<file path="config.mk">
export PLATFORM = sky130hd
export DESIGN_NAME = pivot_pingpong_ram_flat
export DESIGN_NICKNAME = d
export VERILOG_FILES = /design/src/rtl/pivot_pingpong_ram_pkg.sv /design/src/rtl/pivot_pingpong_ram_if.sv /design/src/rtl/pivot_pingpong_ram_bank.sv /design/src/rtl/pivot_pingpong_ram.sv /design/src/flat_wrapper.sv
export SDC_FILE = /design/constraint.sdc
export NUM_CORES = 2
export LEC_CHECK = 0
export BUFFER_PORTS_ARGS = -buffer_cell sky130_fd_sc_hd__buf_2
export CORE_UTILIZATION = 60
export DETAILED_ROUTE_END_ITERATION = 12
export GPL_ROUTABILITY_DRIVEN = 0
export HOLD_SLACK_MARGIN = 0.15
export PLACE_DENSITY = 0.82
export SLEW_MARGIN = 10
export SYNTH_ARGS = -nofsm -noshare
export SYNTH_HDL_FRONTEND = slang
export SYNTH_SLANG_ARGS = --single-unit
</file>
<file path="constraint.sdc">
create_clock -name clk -period 12.48 [get_ports clk]
set_clock_uncertainty 0.05 [all_clocks]
set_input_delay 0 -clock clk [delete_from_list [all_inputs] [get_ports clk]]
set_output_delay 0 -clock clk [all_outputs]
set_load 0.02 [all_outputs]
</file>
<file path="src/rtl/pivot_pingpong_ram_pkg.sv">
// Shared definitions for the pivot ping-pong RAM: default geometry and the
// per-bank fill state.
package pivot_pingpong_ram_pkg;

  localparam int unsigned PP_WIDTH  = 16;  // bits per lane element
  localparam int unsigned PP_L      = 4;   // lanes per word
  localparam int unsigned PP_DEPTH  = 16;  // words per bank
  localparam int unsigned PP_ADDR_W = 4;   // log2(PP_DEPTH)

  typedef enum logic [1:0] {
    PB_FREE    = 2'd0,
    PB_FILLING = 2'd1,
    PB_FULL    = 2'd2
  } bank_state_t;

  // State a bank moves to when it accepts a write; the last word fills it.
  function automatic bank_state_t state_after_write(input logic last_word);
    return last_word ? PB_FULL : PB_FILLING;
  endfunction

endpackage

</file>
<file path="src/rtl/pivot_pingpong_ram_if.sv">
// Loader/reader bus of the pivot ping-pong RAM.
//   master: the side driving writes, read requests, inhibit and release
//   slave : the RAM itself
// Signals: wr_en/wr_data/wr_ready/overflow (fill side),
//          rd_avail/rd_en/rd_addr/rd_inhibit/rd_release/rd_data/rd_valid/rel_err
//          (read side).
interface pivot_pingpong_ram_if #(
  parameter int unsigned WIDTH  = 16,
  parameter int unsigned L      = 4,
  parameter int unsigned ADDR_W = 4
);

  logic                 wr_en;
  logic [L*WIDTH-1:0]   wr_data;
  logic                 wr_ready;
  logic                 overflow;
  logic                 rd_avail;
  logic                 rd_en;
  logic [ADDR_W-1:0]    rd_addr;
  logic                 rd_inhibit;
  logic                 rd_release;
  logic [L*WIDTH-1:0]   rd_data;
  logic                 rd_valid;
  logic                 rel_err;

  modport master (
    output wr_en, wr_data, rd_en, rd_addr, rd_inhibit, rd_release,
    input  wr_ready, overflow, rd_avail, rd_data, rd_valid, rel_err
  );

  modport slave (
    input  wr_en, wr_data, rd_en, rd_addr, rd_inhibit, rd_release,
    output wr_ready, overflow, rd_avail, rd_data, rd_valid, rel_err
  );

endinterface

</file>
<file path="src/rtl/pivot_pingpong_ram_bank.sv">
// pivot_bank: one bank of the ping-pong store. Simple dual-port RAM,
// DEPTH x (L*WIDTH), synchronous write, registered read address.
// Ports:
//   clk        clock
//   wr_en      write wr_data at wr_addr on this edge
//   wr_addr    write word address
//   wr_data    write word
//   rd_addr_en load rd_addr into the read-address register (low = hold)
//   rd_addr    read word address
//   rd_data    word at the registered read address
module pivot_bank #(
  parameter int unsigned WIDTH  = 16,
  parameter int unsigned L      = 4,
  parameter int unsigned DEPTH  = 16,
  parameter int unsigned ADDR_W = 4
) (
  input  logic                 clk,
  input  logic                 wr_en,
  input  logic [ADDR_W-1:0]    wr_addr,
  input  logic [L*WIDTH-1:0]   wr_data,
  input  logic                 rd_addr_en,
  input  logic [ADDR_W-1:0]    rd_addr,
  output logic [L*WIDTH-1:0]   rd_data
);

  logic [L*WIDTH-1:0] mem [DEPTH];
  logic [ADDR_W-1:0]  rd_addr_q;

  always_ff @(posedge clk) begin
    if (wr_en) mem[wr_addr] <= wr_data;
    if (rd_addr_en) rd_addr_q <= rd_addr;
  end

  assign rd_data = mem[rd_addr_q];

endmodule

</file>
<file path="src/rtl/pivot_pingpong_ram.sv">
// pivot_pingpong_ram: double-buffered pivot row/column store. The loader
// fills one bank while the PE array reads the other; banks swap roles as
// they fill and are released.
// Ports:
//   clk  clock (posedge)
//   rst  synchronous active-high reset
//   bus  slave side of pivot_pingpong_ram_if (write, read, inhibit, release,
//        status and sticky error flags)
// Parameter OUT_REG: 0 -> read latency 1, 1 -> extra output stage, latency 2.
module pivot_pingpong_ram
  import pivot_pingpong_ram_pkg::*;
#(
  parameter int unsigned WIDTH   = PP_WIDTH,
  parameter int unsigned L       = PP_L,
  parameter int unsigned DEPTH   = PP_DEPTH,
  parameter int unsigned ADDR_W  = PP_ADDR_W,
  parameter int unsigned OUT_REG = 0
) (
  input  logic                  clk,
  input  logic                  rst,
  pivot_pingpong_ram_if.slave   bus
);

  localparam int unsigned DW = L * WIDTH;

  bank_state_t        state [2];
  logic               wr_bank;
  logic               rd_bank;
  logic [ADDR_W-1:0]  wr_ptr;
  logic               overflow_q;
  logic               rel_err_q;

  logic               wr_ready;
  logic               rd_avail;
  logic               wr_fire;
  logic               wr_last;
  logic               rd_issue;
  logic               rel_fire;

  always_comb begin
    wr_ready = (state[wr_bank] != PB_FULL);
    rd_avail = (state[rd_bank] == PB_FULL);
    wr_fire  = bus.wr_en & wr_ready;
    wr_last  = wr_fire && (wr_ptr == ADDR_W'(DEPTH - 1));
    rd_issue = bus.rd_en & ~bus.rd_inhibit & rd_avail;
    rel_fire = bus.rd_release & rd_avail;
  end

  // A released bank is FULL and the fill bank never is, so the release and
  // write updates below always target different banks.
  always_ff @(posedge clk) begin
    if (rst) begin
      for (int unsigned b = 0; b < 2; b++) state[b] <= PB_FREE;
      wr_bank    <= 1'b0;
      rd_bank    <= 1'b0;
      wr_ptr     <= '0;
      overflow_q <= 1'b0;
      rel_err_q  <= 1'b0;
    end else begin
      for (int unsigned b = 0; b < 2; b++) begin
        if (rel_fire && (rd_bank == 1'(b)))
          state[b] <= PB_FREE;
        else if (wr_fire && (wr_bank == 1'(b)))
          state[b] <= state_after_write(wr_last);
      end
      if (wr_fire) begin
        wr_ptr <= wr_last ? '0 : wr_ptr + 1'b1;
        if (wr_last) wr_bank <= ~wr_bank;
      end
      if (rel_fire) rd_bank <= ~rd_bank;
      if (bus.wr_en && !wr_ready) overflow_q <= 1'b1;
      if (bus.rd_release && !rd_avail) rel_err_q <= 1'b1;
    end
  end

  // ---------------- banks ----------------
  logic [DW-1:0] bank_data [2];

  for (genvar g = 0; g < 2; g++) begin : g_bank
    pivot_bank #(
      .WIDTH  (WIDTH),
      .L      (L),
      .DEPTH  (DEPTH),
      .ADDR_W (ADDR_W)
    ) u_bank (
      .clk        (clk),
      .wr_en      (wr_fire && (wr_bank == 1'(g))),
      .wr_addr    (wr_ptr),
      .wr_data    (bus.wr_data),
      .rd_addr_en (~bus.rd_inhibit),
      .rd_addr    (bus.rd_addr),
      .rd_data    (bank_data[g])
    );
  end

  // ---------------- read pipeline ----------------
  // The bank select is captured together with the address so a read issued
  // just before a release still returns the old bank's word.
  logic          rd_sel_q;
  logic          valid1_q;
  logic [DW-1:0] data1;

  always_ff @(posedge clk) begin
    if (rst) begin
      rd_sel_q <= 1'b0;
      valid1_q <= 1'b0;
    end else if (!bus.rd_inhibit) begin
      rd_sel_q <= rd_bank;
      valid1_q <= rd_issue;
    end
  end

  assign data1 = rd_sel_q ? bank_data[1] : bank_data[0];

  if (OUT_REG != 0) begin : g_out_reg
    logic          valid2_q;
    logic [DW-1:0] data2_q;

    always_ff @(posedge clk) begin
      if (rst) begin
        valid2_q <= 1'b0;
        data2_q  <= '0;
      end else if (!bus.rd_inhibit) begin
        valid2_q <= valid1_q;
        data2_q  <= data1;
      end
    end

    assign bus.rd_valid = valid2_q;
    assign bus.rd_data  = data2_q;
  end else begin : g_no_out_reg
    assign bus.rd_valid = valid1_q;
    assign bus.rd_data  = data1;
  end

  assign bus.wr_ready = wr_ready;
  assign bus.rd_avail = rd_avail;
  assign bus.overflow = overflow_q;
  assign bus.rel_err  = rel_err_q;

endmodule

</file>
<file path="src/flat_wrapper.sv">
// flat-port wrapper written by rule: the top's interface ports become plain ports
module pivot_pingpong_ram_flat import pivot_pingpong_ram_pkg::*;
#(
  parameter int unsigned WIDTH   = PP_WIDTH,
  parameter int unsigned L       = PP_L,
  parameter int unsigned DEPTH   = PP_DEPTH,
  parameter int unsigned ADDR_W  = PP_ADDR_W,
  parameter int unsigned OUT_REG = 0
)
  (clk, rst, bus_wr_en, bus_wr_data, bus_rd_en, bus_rd_addr, bus_rd_inhibit, bus_rd_release, bus_wr_ready, bus_overflow, bus_rd_avail, bus_rd_data, bus_rd_valid, bus_rel_err);
  pivot_pingpong_ram_if #(.WIDTH(WIDTH), .L(L), .ADDR_W(ADDR_W)) bus_i ();
  input  logic clk;
  input  logic rst;
  input wire logic [$bits(bus_i.wr_en)-1:0] bus_wr_en;
  input wire logic [$bits(bus_i.wr_data)-1:0] bus_wr_data;
  input wire logic [$bits(bus_i.rd_en)-1:0] bus_rd_en;
  input wire logic [$bits(bus_i.rd_addr)-1:0] bus_rd_addr;
  input wire logic [$bits(bus_i.rd_inhibit)-1:0] bus_rd_inhibit;
  input wire logic [$bits(bus_i.rd_release)-1:0] bus_rd_release;
  output wire logic [$bits(bus_i.wr_ready)-1:0] bus_wr_ready;
  output wire logic [$bits(bus_i.overflow)-1:0] bus_overflow;
  output wire logic [$bits(bus_i.rd_avail)-1:0] bus_rd_avail;
  output wire logic [$bits(bus_i.rd_data)-1:0] bus_rd_data;
  output wire logic [$bits(bus_i.rd_valid)-1:0] bus_rd_valid;
  output wire logic [$bits(bus_i.rel_err)-1:0] bus_rel_err;
  assign bus_i.wr_en = bus_wr_en;
  assign bus_i.wr_data = bus_wr_data;
  assign bus_i.rd_en = bus_rd_en;
  assign bus_i.rd_addr = bus_rd_addr;
  assign bus_i.rd_inhibit = bus_rd_inhibit;
  assign bus_i.rd_release = bus_rd_release;
  assign bus_wr_ready = bus_i.wr_ready;
  assign bus_overflow = bus_i.overflow;
  assign bus_rd_avail = bus_i.rd_avail;
  assign bus_rd_data = bus_i.rd_data;
  assign bus_rd_valid = bus_i.rd_valid;
  assign bus_rel_err = bus_i.rel_err;
  pivot_pingpong_ram #(.WIDTH(WIDTH), .L(L), .DEPTH(DEPTH), .ADDR_W(ADDR_W), .OUT_REG(OUT_REG)) u_core (.clk(clk), .rst(rst), .bus(bus_i));
endmodule
</file>
Yosys cells after proc, flatten, opt, wreduce, memory -nomap -nowiden
Memories as Yosys holds them, arrays and structs flattened. A register that Yosys moved wholly into a read port is not among the register bits. Cells that the tools add are included.

Add/subtract/negate cells: 1. Equality and inequality tests: 3. Mux-type cells: 31. Bitwise logic cells: 11. Reduce and logical (&&, ||, !) cells: 10.

Operators by type and width (count): 64-bit two-way mux (1); 1-bit two-way mux (22); 4-bit two-way mux (3); 2-bit two-way mux (5); 1-bit logical AND (7); 4-bit by 1-bit adder with 4-bit output (second input constant) (1); 1-bit AND (4); 4-bit equality test (second input constant) (1); 1-bit OR (4); 1-bit NOT (3); 2-bit equality test (second input constant) (1); 1-bit logical NOT (2); 2-bit != test (second input constant) (1); 2-bit AND reduction (1).

Register bits: 14. Memory bits (writable): 2052. Input port bits: 74. Logic and storage cells: 67. Memories: 3.

Memory list: u_core.g_bank[0].u_bank.mem (words 16, bits a word 64, rd ports 1, clocked after Yosys merged registers in 1, wr ports 1, RTL line pivot_pingpong_ram_bank.sv:26) `logic [L*WIDTH-1:0] mem [DEPTH];`; u_core.g_bank[1].u_bank.mem (words 16, bits a word 64, rd ports 1, clocked after Yosys merged registers in 1, wr ports 1, RTL line pivot_pingpong_ram_bank.sv:26); u_core.state (words 2, bits a word 2, rd ports 2, clocked after Yosys merged registers in 2, wr ports 2, RTL line pivot_pingpong_ram.sv:26) `bank_state_t state [2];`.

Depth between registers and ports, before layout
Word-level depth: 8. Gate-level depth with buffers: 8. Depth with buffers taken out: 7.

Hierarchy
Synthesis repeated with hierarchy kept, for this count alone.

Cell total of the unflattened synthesis: 3338. Area, all modules: 78586.6 µm².

By module, submodules not included: pivot_bank (instances 2, cells each 1595, area each 38545.7 µm², sequential area each 30949.7 µm²); pivot_pingpong_ram (instances 1, cells each 148, area each 1495.2 µm², sequential area each 360.3 µm²).

Worst setup path after synthesis
Ideal clock, no wire load.

Path kind: register -> register. From: mem u_core.state[1][1] in the netlist's numbering. To: mem u_core.g_bank[1].u_bank.mem[2][0] in the netlist's numbering, enable pin. Arrival: 5536 ps. Data required time: 11866 ps. Path slack: 6329 ps. Stages on the path, launching flop included: 5. Period minus slack after synthesis: 6151 ps. Cells stage by stage: edfxtp_1 -> and3b_1 -> nor3_2 -> nand3_1 -> nor3_1.

RTL lines (RTL line): start: declaration (pivot_pingpong_ram.sv:26); end: declaration (pivot_pingpong_ram_bank.sv:26).

==> impl_metrics.yaml <==
outcome:
  outcome: "finished, final reports clean"
route:
  wl_per_cell_um: 38.6
  viasPerCell: 7.30
  firstDrtPassIters: 8
  wl_um: 216000
  postRouteAntennaNets: 0
  drt_iter0_drc: 6938
  vias: 40900
  drc: 0
worst_setup_path:
  timing.rr.end: "u_core.g_bank[1].u_bank.mem[2][60]"
  rrSetupSlack_ns: 8.25
  end_kind: "primary output"
  crit_top_cell: "buf_4"
  criticalPathCategory: "reg2out"
  rr_worst_depth: 6
  start_kind: "flop"
  crit_path_cell_trace: "buf_4, buf_4, mux4_2, o22ai_1, nor4_1, buf_2"
  crit_required_ns: 12.43
  critPathMaxStageDelay_ns: 0.96
  rr_startpoint: "u_core.state[1][1]"
  slowest_stage: "nor4_1"
  cp-endpoint: "bus_rd_data[23]"
  arrival_ns: 5.19
  critPathMaxFanout: 61
cts:
  cts_tree: "yes"
  root_buffer: "clkbuf_16"
  post_cts_buffers: 0
  holdBufCountCts: 138
  cts_resized: 0
  cts_buffer_depth: 3
  cts_made_buffers: 190
  clock_sinks: 2072
  path_clk_slew_ns: 0.07
  clk-insertion-delay-late_ns: 0.82
  cts-htree-levels: 4
timing:
  fin_setup_tns_ns: 0
  slew_viol_final: 0
  fin_crit_ns: 5.24
  slew-limit-headroom_pct: 15.9
  holdWs_ns: 0.201
  setup_ws_ns: 7.24
  setup_violations: 0
  rsz0062_at_grt: "false"
  clock.fmax_mhz: 191
  period_share_pct: 42.0
  worst_pin_slew_ns: 1.26
  finalHoldViolCount: 0
placed_design:
  placed_area_mm2: 0.0804
  io_buffers: 142
  hpwl_um: 95300
  dp_slack_ns: 8.12
die:
  die_h_um: 363
  dieArea_mm2: 0.132
  fp.dieW_um: 363
  initial_utilization_pct: 60.8
  fp-row-count: 131
  coreArea_mm2: 0.128
  num_io_pins: 143
synth:
  synth-compound-area-share_pct: 2.36
  synthFlopType: "edfxtp_1"
  syn_inst: 3346
  synth_top_family_by_area: "multiplexers"
  synth_seq_cells: 2072
  syn_avg_cell_area_um2: 23.3
  ys_warn_count: 0
  async_reset_ff_share_pct: 0
  synth_edf_count: 2056
  yosysUniqueCellTypes: 46
  synth_xor_area_share_pct: 0.0449
  synth_area_mm2: 0.0781
  ys_seq_area_share_pct: 79.5
  syn_nets: 3426
  synth_simple_gate_area_share_pct: 1.57
  muxShareOfSynthArea_pct: 14.7
  synthAdderAreaFrac_pct: 0.0961
final_layout:
  layout_common_cells: "edfxtp_1 (2,056), mux4_2 (456), o22ai_1 (226)"
  fin_area_mm2: 0.0878
  final_nets: 3792
  fin_util_pct: 68.4
  layout_commonest_cell: "edfxtp_1"
  drive_gt1_share_pct: 25.5
  synthToLayoutAreaGrowth_pct: 12.4
run:
  drv_cap: 0
worst_hold_path:
  min_path_type: "in2reg"
global_route:
  track_usage_pct: 33.2
  first_global_vias: 41600
  antenna_found_initial: 7
  grt_first_pass_wirelength_um: 302000
  overflow: 0
  grt_start_max_net_pins: 137
power:
  p_leak_uw: 0.0276
  powerDensity_mw_per_mm2: 165
  ir_worst_vdd_mv: 0.163
-- synthesized netlist by cell type (all sizes together) (8+ instances only) --
cell type | count | share of area [%]
nor3 | 8 | 0.058
a21oi | 10 | 0.064
nor4 | 60 | 0.52
a22oi | 42 | 0.40
buf | 156 | 1.5
nand3 | 37 | 0.25
inv | 8 | 0.038
dfxtp | 16 | 0.41
mux2i | 115 | 1.5
nand4 | 9 | 0.072
edfxtp | 2056 | 79
clkbuf | 23 | 0.13
and2 | 17 | 0.14
nand2 | 17 | 0.085
o22ai | 226 | 1.8
nor2 | 38 | 0.19
mux4 | 456 | 13
-- layer usage --
layer	part of all wire [%]	up-vias	wire (um)	GRT usage (%)
li1	-	15200	-	-
met1	32	20700	68700	40.5
met2	49	4043	106000	54.4
met3	12	933	26300	7.72
met4	7.0	6	15200	20.2
met5	0.017	-	36	0
-- per-stage QoR --
| stage | total power [uW] | cells |
|---|---|---|
| floorplan | 8500 | 3346 |
| global placement | 8770 | 5111 |
| detailed placement | 8800 | 5111 |
| CTS | 14400 | 5593 |
| global route | 14700 | 5593 |
| finish | 14500 | 5595 |
-- cells by family (layout without fill, tap and decap cells) --
| kind of cell | after synthesis | after routing |
|---|---|---|
| AO/OA/AOI/OAI | 286 | 286 |
| XOR/XNOR | 4 | 4 |
| adder cells (fa/ha/maj) | 6 | 6 |
| buffers and inverters | 187 | 705 |
| flip-flops | 2072 | 2072 |
| multiplexers | 578 | 578 |
| other | 0 | 2 |
| AND/OR/NAND/NOR | 213 | 213 |
-- where the power goes --
part           internal, uW  leakage [uW]  total (uW)  switching [uW]
sequential             7700        0.0187        7740            38.5
clock                  3120       0.00289        5720            2600
combinational           393       0.00608         998             604
total                 11200        0.0276       14500            3250
-- final cells by class --
type | instances | area (um2)
Antenna cell | 2 | 5.00
Clock buffer | 235 | 4970
Timing Repair Buffer | 353 | 2690
Sequential cell | 2072 | 62100
Fill cell | 7114 | 40600
Multi-Input combinational cell | 1087 | 14900
Inverter | 8 | 30.0
Clock inverter | 109 | 967
Tap cell | 1729 | 2160
-- worst max-delay path, delay by kind of cell, from the launching register on --
| kind | cells | cell delay, ns |
|---|---|---|
| buf+inv | 3 | 1.92 |
| simple gates | 1 | 0.96 |
| flops | 1 | 0.87 |
| mux | 1 | 0.39 |
| compound gates | 1 | 0.09 |
-- worst min-delay path by stage --
stage,from,endpoint,slack [ns],depth (start not counted)
3_3_place_gp,bus_rd_addr[1],u_core.g_bank[0].u_bank.rd_addr_q[1],0.15,1
6_report,bus_wr_data[42],u_core.g_bank[0].u_bank.mem[13][42],0.20,2
3_5_place_dp,bus_rd_addr[2],u_core.g_bank[0].u_bank.rd_addr_q[2],0.15,1
4_1_cts,bus_wr_data[8],u_core.g_bank[1].u_bank.mem[5][8],0.15,2
5_1_grt,bus_wr_data[58],u_core.g_bank[1].u_bank.mem[7][58],0.18,2
2_1_floorplan,bus_wr_data[0],u_core.g_bank[0].u_bank.mem[0][0],0.05,0
-- registers in the layout (all words and copies together) (netlist names), named ones only --
signal and count:
u_core.bus.overflow 1, u_core.wr_ptr 4, u_core.bus.rd_valid 1, u_core.g_bank.u_bank.mem 2048, u_core.g_bank.u_bank.rd_addr_q 4, u_core.wr_bank 1, u_core.state 4, u_core.rd_sel_q 1
u_core.bus.rel_err 1, u_core.rd_bank 1
Power figures use the tool's default switching activity.
